==> config.mk <==
export PLATFORM = sky130hd
export DESIGN_NAME = sort_engine
export DESIGN_NICKNAME = d
export VERILOG_FILES = /design/src/rtl/sort_pkg.sv /design/src/rtl/sort_cmp_swap.sv /design/src/rtl/sort_engine.sv
export SDC_FILE = /design/constraint.sdc
export NUM_CORES = 1
export LEC_CHECK = 0
export CAP_MARGIN = 40
export CORE_ASPECT_RATIO = 0.9
export CORE_MARGIN = 2
export CORE_UTILIZATION = 55
export CTS_CLUSTER_SIZE = 8
export DETAILED_ROUTE_END_ITERATION = 6
export PLACE_DENSITY = 0.7
export SYNTH_ARGS = -nofsm -noshare
export SYNTH_HDL_FRONTEND = slang
export SYNTH_HIERARCHICAL = 1
export SYNTH_SLANG_ARGS = --single-unit
==> constraint.sdc <==
create_clock -name clk -period 6.3 [get_ports clk]
set_input_delay 1.26 -clock clk [delete_from_list [all_inputs] [get_ports clk]]
set_output_delay 1.26 -clock clk [all_outputs]
set_load 0.05 [all_outputs]
==> src/rtl/sort_pkg.sv <==
// Shared types and the ordering rule used by the sort engine.
package sort_pkg;

  // Widest word the ordering helper accepts; callers zero-extend into it.
  localparam int MAX_WIDTH = 64;

  typedef enum logic [1:0] {
    IDLE     = 2'd0,
    CMP      = 2'd1,
    PASS_END = 2'd2,
    DONE     = 2'd3
  } sort_state_e;

  // True when a (lower index) and b (higher index) must be exchanged.
  // 'width' is the caller's word width. A signed compare flips the sign
  // bit of both operands so that a plain unsigned compare orders them as
  // two's-complement values. Equal operands never report out of order.
  function automatic logic out_of_order(
    input logic [MAX_WIDTH-1:0] a,
    input logic [MAX_WIDTH-1:0] b,
    input logic                 desc,
    input logic                 signed_cmp,
    input int unsigned          width
  );
    logic [MAX_WIDTH-1:0] bias;
    logic [MAX_WIDTH-1:0] ak;
    logic [MAX_WIDTH-1:0] bk;
    if (signed_cmp) begin
      bias = {{(MAX_WIDTH-1){1'b0}}, 1'b1} << (width - 32'd1);
    end else begin
      bias = {MAX_WIDTH{1'b0}};
    end
    ak = a ^ bias;
    bk = b ^ bias;
    if (desc) begin
      return (ak < bk);
    end else begin
      return (ak > bk);
    end
  endfunction

endpackage

==> src/rtl/sort_cmp_swap.sv <==
// Combinational compare/exchange of one adjacent word pair.
module sort_cmp_swap
  import sort_pkg::*;
#(
  parameter int WIDTH = 8
) (
  input  logic [WIDTH-1:0] a,
  input  logic [WIDTH-1:0] b,
  input  logic             desc,
  input  logic             signed_cmp,
  output logic [WIDTH-1:0] lo_word,
  output logic [WIDTH-1:0] hi_word,
  output logic             swap
);

  // Decide the exchange and route the pair into its ordered slots.
  always_comb begin
    swap    = out_of_order(MAX_WIDTH'(a), MAX_WIDTH'(b), desc, signed_cmp, WIDTH);
    lo_word = a;
    hi_word = b;
    if (swap) begin
      lo_word = b;
      hi_word = a;
    end else begin
      lo_word = a;
      hi_word = b;
    end
  end

endmodule

==> src/rtl/sort_engine.sv <==
// In-place bubble sort engine with early exit, host load and read ports.
module sort_engine
  import sort_pkg::*;
#(
  parameter int WIDTH = 8,
  parameter int DEPTH = 8
) (
  input  logic                     clk,
  input  logic                     rst_n,
  input  logic                     s,
  input  logic                     desc,
  input  logic                     signed_cmp,
  input  logic                     wr_en,
  input  logic [$clog2(DEPTH)-1:0] addr,
  input  logic [WIDTH-1:0]         DataIn,
  input  logic                     Rd,
  output logic [WIDTH-1:0]         DataOut,
  output logic                     busy,
  output logic                     done,
  output logic [$clog2(DEPTH):0]   passes
);

  localparam int AW = $clog2(DEPTH);
  localparam logic [AW-1:0] ONE_A    = AW'(1);
  localparam logic [AW-1:0] LIM_INIT = AW'(DEPTH - 1);
  localparam logic [AW:0]   ONE_P    = (AW+1)'(1);

  sort_state_e      state;
  sort_state_e      next_state;
  logic [WIDTH-1:0] mem [DEPTH];
  logic [AW-1:0]    j;
  logic [AW-1:0]    j_next;
  logic [AW-1:0]    lim;
  logic             swapped;
  logic             desc_lat;
  logic             sgn_lat;
  logic             start_acc;
  logic             wr_acc;
  logic             addr_ok;
  logic             last_cmp;
  logic             pass_final;
  logic [WIDTH-1:0] lo_word;
  logic [WIDTH-1:0] hi_word;
  logic             swap;

  // Out-of-range addresses only exist when DEPTH is not a power of two.
  assign addr_ok    = (32'(addr) < DEPTH);
  assign j_next     = j + ONE_A;
  assign last_cmp   = (j == (lim - ONE_A));
  // A pass with no exchanges proves the array sorted; a one-compare pass is the last possible.
  assign pass_final = (!swapped) || (lim == ONE_A);

  sort_cmp_swap #(.WIDTH(WIDTH)) u_cmp_swap (
    .a          (mem[j]),
    .b          (mem[j_next]),
    .desc       (desc_lat),
    .signed_cmp (sgn_lat),
    .lo_word    (lo_word),
    .hi_word    (hi_word),
    .swap       (swap)
  );

  // State register.
  always_ff @(posedge clk or negedge rst_n) begin
    if (!rst_n) begin
      state <= IDLE;
    end else begin
      state <= next_state;
    end
  end

  // Next-state logic; a write beats a simultaneous start.
  always_comb begin
    next_state = state;
    start_acc  = 1'b0;
    wr_acc     = 1'b0;
    case (state)
      IDLE, DONE: begin
        if (wr_en) begin
          wr_acc     = 1'b1;
          next_state = IDLE;
        end else if (s) begin
          start_acc  = 1'b1;
          next_state = CMP;
        end else begin
          next_state = state;
        end
      end
      CMP: begin
        if (last_cmp) begin
          next_state = PASS_END;
        end else begin
          next_state = CMP;
        end
      end
      PASS_END: begin
        if (pass_final) begin
          next_state = DONE;
        end else begin
          next_state = CMP;
        end
      end
      default: next_state = IDLE;
    endcase
  end

  // Sort control counters, latched run options and host status flags.
  always_ff @(posedge clk or negedge rst_n) begin
    if (!rst_n) begin
      j        <= {AW{1'b0}};
      lim      <= LIM_INIT;
      swapped  <= 1'b0;
      passes   <= {(AW+1){1'b0}};
      desc_lat <= 1'b0;
      sgn_lat  <= 1'b0;
      busy     <= 1'b0;
      done     <= 1'b0;
    end else begin
      busy <= (next_state == CMP) || (next_state == PASS_END);
      done <= (next_state == DONE);
      case (state)
        IDLE, DONE: begin
          if (start_acc) begin
            desc_lat <= desc;
            sgn_lat  <= signed_cmp;
            j        <= {AW{1'b0}};
            lim      <= LIM_INIT;
            swapped  <= 1'b0;
            passes   <= {(AW+1){1'b0}};
          end
        end
        CMP: begin
          if (swap) begin
            swapped <= 1'b1;
          end
          if (!last_cmp) begin
            j <= j_next;
          end
        end
        PASS_END: begin
          passes <= passes + ONE_P;
          if (!pass_final) begin
            lim     <= lim - ONE_A;
            j       <= {AW{1'b0}};
            swapped <= 1'b0;
          end
        end
        default: begin
          j <= {AW{1'b0}};
        end
      endcase
    end
  end

  // Register file: host writes when idle, pair exchange while comparing.
  always_ff @(posedge clk or negedge rst_n) begin
    if (!rst_n) begin
      for (int i = 0; i < DEPTH; i++) begin
        mem[i] <= {WIDTH{1'b0}};
      end
    end else if (wr_acc && addr_ok) begin
      mem[addr] <= DataIn;
    end else if ((state == CMP) && swap) begin
      mem[j]      <= lo_word;
      mem[j_next] <= hi_word;
    end
  end

  // Registered read port, live in every state.
  always_ff @(posedge clk or negedge rst_n) begin
    if (!rst_n) begin
      DataOut <= {WIDTH{1'b0}};
    end else if (Rd) begin
      DataOut <= addr_ok ? mem[addr] : {WIDTH{1'b0}};
    end else begin
      DataOut <= DataOut;
    end
  end

endmodule

# Word-level counts from Yosys, hierarchy flattened
# Cells that the tools add are included.
[classes] magnitude_cmp=8 n_mux=47 bitwise=5 n_reduce_logical=16 n_eq_ne=12 n_addsub=3
[op_table] op="bitwise mux 64 bit" n=3
[op_table] op="2-to-1 mux 64 bit" n=2
[op_table] op="2-to-1 mux 8 bit" n=12
[op_table] op="binary-select mux 8 bit (select 3 bit)" n=3
[op_table] op="demux 8 bit (select 3 bit)" n=3
[op_table] op="greater-than comparator 64 bit" n=1
[op_table] op="< comparator 64 bit" n=1
[op_table] op="bitwise XOR 8 bit" n=2
[op_table] op="2-to-1 mux 3 bit" n=5
[op_table] op=">= comparator 4 bit (second input constant)" n=3
[op_table] op="< comparator 4 x 1 -> 1 bit (second input constant)" n=3
[op_table] op="NOT 3 -> 4 bit" n=3
[op_table] op="2-to-1 mux 1 bit" n=9
[op_table] op="one-hot mux 3 bit (3 select lines)" n=1
[op_table] op="AND reduction 3 bit" n=3
[op_table] op="== test 2 bit (second input constant)" n=4
[op_table] op="2-to-1 mux 2 bit" n=4
[op_table] op="inequality test 2 bit (second input constant)" n=4
[op_table] op="one-hot mux 4 bit (2 select lines)" n=1
[op_table] op="one-hot mux 2 bit (3 select lines)" n=1
[op_table] op="one-hot mux 3 bit (2 select lines)" n=1
[op_table] op="adder 4 x 1 -> 4 bit (second input constant)" n=1
[op_table] op="== test 2 x 1 -> 1 bit (second input constant)" n=2
[op_table] op="logical AND 1 bit" n=4
[op_table] op="12 further kinds" n=15
[word_totals] word_cells=109 reg_bits=89 inputBits=18

# Logic depth before layout (Yosys ltp)
[depth] word_depth=13 depth_mapped=21 ltp_nobuf=16

# Hierarchy
# The synthesis kept the hierarchy.
[modules_own_cells] module="sort_engine" cells_each=673 seq_area_each_um2=2230.9 area_per_inst_um2=6501.2 instances=1
[modules_own_cells] module="sort_cmp_swap" cells_each=49 seq_area_each_um2=0.0 area_per_inst_um2=493.0 instances=1

# Worst setup path after synthesis
# No wires, ideal clock.
[synth_path] kind="flip-flop to flip-flop" from="reg j[0]" to="reg mem[0] in the netlist's numbering" setup_slack_ps=1876 stages_incl_launch_ff=20 period_less_slack_ps=4424 arrival_ps=4300 cell_sequence="dfrtp_1 -> ha_1 -> buf_2 -> buf_2 -> nor3_1 -> a22oi_1 -> nand3_1 -> xnor2_1 -> ha_1 -> and3_4 -> a221oi_2 -> nor3_1 -> a311o_1 -> buf_6 -> buf_12 -> mux2_4 -> a21boi_1 -> a32oi_1 -> o21ai_0 -> mux2_2"
[synth_via] elab_chain_len=13 elab_cells_between_ends=32 cone_classes="add/sub: 1; order compare: 6; mux: 17; bitwise: 4; reduce/logical: 4"
[synth_rtl] element="start, declared" line="sort_engine.sv:31" rtl="logic [AW-1:0] j;"
[synth_rtl] element="start signal, assigned" line="sort_engine.sv:110" rtl="j <= {AW{1'b0}};"
[synth_rtl] element="start signal, assigned" line="sort_engine.sv:126" rtl="j <= {AW{1'b0}};"
[synth_rtl] element="start signal, assigned" line="sort_engine.sv:137" rtl="j <= j_next;"
[synth_rtl] element="adder 3 x 1 -> 3 bit" line="sort_engine.sv:48" rtl="assign j_next = j + ONE_A;"
[synth_rtl] element="NOT 3 -> 4 bit (not written as such)" line="sort_engine.sv:55" rtl=".b (mem[j_next]),"
[synth_rtl] element="binary-select mux 8 bit (select 3 bit)" line="sort_engine.sv:55"
[synth_rtl] element="2-to-1 mux 8 bit (not written as such) (2 in series)" line="sort_engine.sv:55"
[synth_rtl] element="bitwise XOR 8 bit" line="sort_pkg.sv:34" rtl="bk = b ^ bias;"
[synth_rtl] element="greater-than comparator 64 bit / < comparator 64 bit (equally long branches)" line="sort_pkg.sv:38, sort_pkg.sv:36"
[synth_rtl] element="2-to-1 mux 1 bit (*)" line="sort_pkg.sv:35" rtl="if (desc) begin"
[synth_rtl] element="named net swap" line="sort_engine.sv:44" rtl="logic swap;"
[synth_rtl] element="2-to-1 mux 8 bit (*)" line="sort_cmp_swap.sv:21" rtl="if (swap) begin"
[synth_rtl] element="named net lo_word[0]" line="sort_engine.sv:42" rtl="logic [WIDTH-1:0] lo_word;"
[synth_rtl] element="bitwise mux 64 bit (*)" line="sort_engine.sv:164" rtl="mem[j] <= lo_word;"
[synth_rtl] element="bitwise mux 64 bit (*)" line="sort_engine.sv:165" rtl="mem[j_next] <= hi_word;"
[synth_rtl] element="2-to-1 mux 64 bit (*)" line="sort_engine.sv:163" rtl="end else if ((state == CMP) && swap) begin"
[synth_rtl] element="2-to-1 mux 64 bit (*)" line="sort_engine.sv:161" rtl="end else if (wr_acc && addr_ok) begin"
[synth_rtl] element="end signal, assigned by index" line="sort_engine.sv:162" rtl="mem[addr] <= DataIn;"
[synth_rtl] element="end signal, assigned by index" line="sort_engine.sv:164"
[synth_rtl] element="end signal, assigned by index" line="sort_engine.sv:165"
[synth_rtl] element="end, declared" line="sort_engine.sv:30" rtl="logic [WIDTH-1:0] mem [DEPTH];"
# The timed path passes the listed nets; every way through them passes the cells marked *. The select of a mux whose other input is x is not followed.
# A chain may end at the register's enable or synchronous reset.

# Worst setup path after layout
[layout_path] from="reg j[2]" to="reg mem[31] in the netlist's numbering"
[layout_via] elab_chain_len=13 elab_cells_between_ends=32 cone_classes="add/sub: 1; order compare: 6; mux: 17; bitwise: 4; reduce/logical: 4"
[layout_rtl] element="adder 3 x 1 -> 3 bit" line="sort_engine.sv:48"
[layout_rtl] element="NOT 3 -> 4 bit (not written as such)" line="sort_engine.sv:55"
[layout_rtl] element="binary-select mux 8 bit (select 3 bit)" line="sort_engine.sv:55"
[layout_rtl] element="2-to-1 mux 8 bit (not written as such) (2 in series)" line="sort_engine.sv:55"
[layout_rtl] element="bitwise XOR 8 bit" line="sort_pkg.sv:34"
[layout_rtl] element="greater-than comparator 64 bit / < comparator 64 bit (equally long branches)" line="sort_pkg.sv:38, sort_pkg.sv:36"
[layout_rtl] element="2-to-1 mux 1 bit (*)" line="sort_pkg.sv:35"
[layout_rtl] element="named net swap" line="sort_engine.sv:44"
[layout_rtl] element="2-to-1 mux 8 bit" line="sort_cmp_swap.sv:21"
[layout_rtl] element="bitwise mux 64 bit" line="sort_engine.sv:164"
[layout_rtl] element="bitwise mux 64 bit" line="sort_engine.sv:165"
[layout_rtl] element="2-to-1 mux 64 bit" line="sort_engine.sv:163"
[layout_rtl] element="2-to-1 mux 64 bit" line="sort_engine.sv:161"
# Marks and branches as above.

==> flow_metrics.env <==
export IMPL_syn_to_final_growth_pct=10.6
export IMPL_yosys_cell_types_count=71
export IMPL_die_h_um=111
export IMPL_grt_overflow=0
export IMPL_cp_max_fo=18
export IMPL_maxCapViolCount=0
export IMPL_post_cts_buffers=0
export IMPL_syn_nets=755
export IMPL_grt_pass1_vias=6508
export IMPL_hpwl_um=17600
export IMPL_synth_edf_count=0
export IMPL_synth_seq_cells=89
export IMPL_critPathSlowestCell="dfrtp_1"
export IMPL_drtAntennaViolNets=0
export IMPL_slowest_delay_ns=0.89
export IMPL_clk_latency_ns=0.37
export IMPL_netlist_instances=722
export IMPL_swShare_pct=47.3
export IMPL_fp_row_count=39
export IMPL_clock_path_buffers=2
export IMPL_post_route_period_util_pct=85.8
export IMPL_p_leak_nw=3.15
export IMPL_ys_flop_type="dfrtp_1"
export IMPL_max_freq_mhz=185
export IMPL_die_area_um2=13600
export IMPL_gp_congestion=0.997
export IMPL_cts_root_buf="clkbuf_16"
export IMPL_fin_setup_tns_ns=0
export IMPL_firstDrtPassIters=6
export IMPL_p_switching_w=0.00174
export IMPL_die_w_um=123
export IMPL_numPortBuffers=31
export IMPL_synth_most_common_cell="nand2_1"
export IMPL_start_util_pct=55.8
export IMPL_grt_util_met2_pct=54.9
export IMPL_wl_per_cell_um=27.5
export IMPL_finalSetupViolations=0
export IMPL_relSlewSlack_pct=42.2
export IMPL_cp_required_ns=6.54
export IMPL_power_frac_comb_pct=58.4
export IMPL_tightestPinTransition_ns=0.865
export IMPL_cts_htree_levels=3
export IMPL_diodes=0
export IMPL_synth_common_cells="92 x nand2_1, 86 x dfrtp_1, 70 x mux2_2"
export IMPL_crit_type="flip-flop to flip-flop"
export IMPL_synth_top_area_share_pct=30.8
export IMPL_drc=0
export IMPL_crit_path_end_kind="flip-flop"
export IMPL_cp_common_cell="buf_4"
export IMPL_ctsHoldBuffers=0
export IMPL_fin_cells=898
export IMPL_use_met1_pct=50.3
export IMPL_io_pins=32
export IMPL_met3_usage_pct=9.26
export IMPL_p_int_w=0.00194
export IMPL_placed_cells=882
export IMPL_power_frac_seq_pct=24.1
export IMPL_finalCoreUtilization_pct=61.7
export IMPL_synth_largest_area_cell="dfrtp_1"
export IMPL_drive_gt1_share_pct=19.9
export IMPL_powerDensity_nw_per_um2=476
export IMPL_routed_via_count=6660
export IMPL_routed_via_density=7.42
export IMPL_routed_wl_um=24700
export IMPL_grt_antenna_before_repair=0
export IMPL_ys_top_cells_by_area="dfrtp_1 31%, mux2_2 11%, o221ai_1 6.8%, nand2_1 4.9%, mux4_2 4.5%"
export IMPL_crit_path_start_kind="flip-flop"
export IMPL_ir_drop_uv=316
export IMPL_holdWs_ns=0.497
export IMPL_grt_use_total_pct=37.0
export IMPL_crit_chain="xnor2_2 > buf_4 > nor3_1 > buf_4 > a22oi_1 > nand3_1 > inv_1 > ha_1 > a21oi_1 > a21o_1 > a311o_1 > buf_8 > nand3_2 > o22ai_2 > mux2_2"
export IMPL_syn_area_per_cell_um2=9.69
export IMPL_syn_area_um2=6990
export IMPL_async_flop_share_pct=100
export IMPL_hold_viol_final=0
export IMPL_drt_iter0_drc=1136
export IMPL_post_cts_resize_count=0
export IMPL_clock_skew_final_ns=0.00778
export IMPL_status="finished, final reports clean"
export IMPL_yosysWarnings=6
export IMPL_seq_area_frac_synth_pct=31.9
export IMPL_hold_path_class="flip-flop to flip-flop"
export IMPL_cts_buffers=9
export IMPL_grt_max_degree=59
export IMPL_clock_sinks=89
export IMPL_rsz0062_at_grt="false"
export IMPL_final_nets=762
export IMPL_tritoncts="done"
export IMPL_grt_busiest_layer="met2"
export IMPL_grt_pass1_wl_um=37800
export IMPL_clock_power_share_pct=17.5
export IMPL_maxSlewViolCount=0
export IMPL_min_period_ns=5.40
export IMPL_floorplan_core_area_um2=12500
export IMPL_clkTransAtPathRegs_ns=0.07
export IMPL_arrival_ns=5.65
## flip-flops by register name, summed over array words and instances (netlist names)
| signal | count |
|---|---|
| mem | 64 |
| done | 1 |
| sgn_lat | 1 |
| passes | 4 |
| swapped | 1 |
| j | 3 |
| busy | 1 |
| lim | 3 |
| DataOut | 8 |
| state | 2 |
| desc_lat | 1 |
## power groups by stage
stage	sequential, W	clock (W)	combinational [W]
2_1_floorplan	0.000838	0	0.00159
3_3_place_gp	0.000885	0	0.00199
3_5_place_dp	0.000885	0	0.00207
4_1_cts	0.000876	0.000643	0.00208
5_1_grt	0.000895	0.000670	0.00227
6_report	0.000888	0.000645	0.00215
## layer usage
layer  wire length [um]  vias up  share of wire, %
met4               1090        0               4.4
li1                   -     2802                 -
met1               9910     3291                40
met3               2540       97                10
met5                  0        -                 0
met2              11200      470                45
## stage by stage
stage          setup slack, ns  total power [W]  instance area, um2
3_5_place_dp              1.18          0.00296                7390
3_3_place_gp             0.971          0.00288                7350
5_1_grt                  0.709          0.00383                7730
2_1_floorplan             1.88          0.00243                6990
6_report                 0.896          0.00368                7730
4_1_cts                   1.13          0.00360                7730
## path summary, 6_finish.rpt
kind / start / end / slack [ns] / depth (start not counted)
worst max-delay path: j[2] / mem[31] / 0.90 / 15
worst min-delay path: DataOut[4] / DataOut[4] / 0.50 / 2
worst max register to register: j[2] / mem[31] / 0.90 / 15
worst min register to register: DataOut[4] / DataOut[4] / 0.50 / 2
max in group asynchronous: rst_n / mem[43] / 4.33 / 2
min in group asynchronous: rst_n / mem[0] / 0.83 / 1
## kinds of logic after synthesis
| family | count (synthesis) | share of synthesized area, % |
|---|---|---|
| AND/OR/NAND/NOR | 209 | 14.4 |
| AO/OA/AOI/OAI | 202 | 23.0 |
| multiplexers | 119 | 21.4 |
| flip-flops | 89 | 31.9 |
| buffers and inverters | 80 | 5.38 |
| adder cells (fa/ha/maj) | 15 | 2.68 |
| XOR/XNOR | 8 | 1.22 |
## cells in the final DEF (no fill, tap or decap), types with 17 or more instances in the layout
master | Yosys | routed
inv_1 | 28 | 28
mux2_2 | 70 | 70
dfrtp_1 | 86 | 86
o221ai_1 | 54 | 54
nand3_1 | 30 | 30
nor2_1 | 29 | 29
a21oi_1 | 20 | 20
and2_1 | 17 | 17
mux2i_1 | 25 | 25
a22oi_1 | 34 | 34
nand2_1 | 92 | 92
clkdlybuf4s50_1 | 0 | 30
## critical path: cells and delay by family (launching register included)
family                   cells  cell delay (ns)
XOR/XNOR                     1             0.13
buffers and inverters        4             0.79
AO/OA/AOI/OAI                5             1.71
AND/OR/NAND/NOR              3             0.99
multiplexers                 1             0.41
adder cells (fa/ha/maj)      1             0.34
flip-flops                   1             0.89
## final cells by class
cell class | instances | area (um2)
multi-input combinational | 553 | 4390
sequential | 89 | 2230
clock inverter | 7 | 116
clock buffer | 9 | 225
timing repair buffer | 48 | 463
fill | 1070 | 4810
tap | 164 | 205
inverter | 28 | 105
Power figures use the tool's default switching activity.
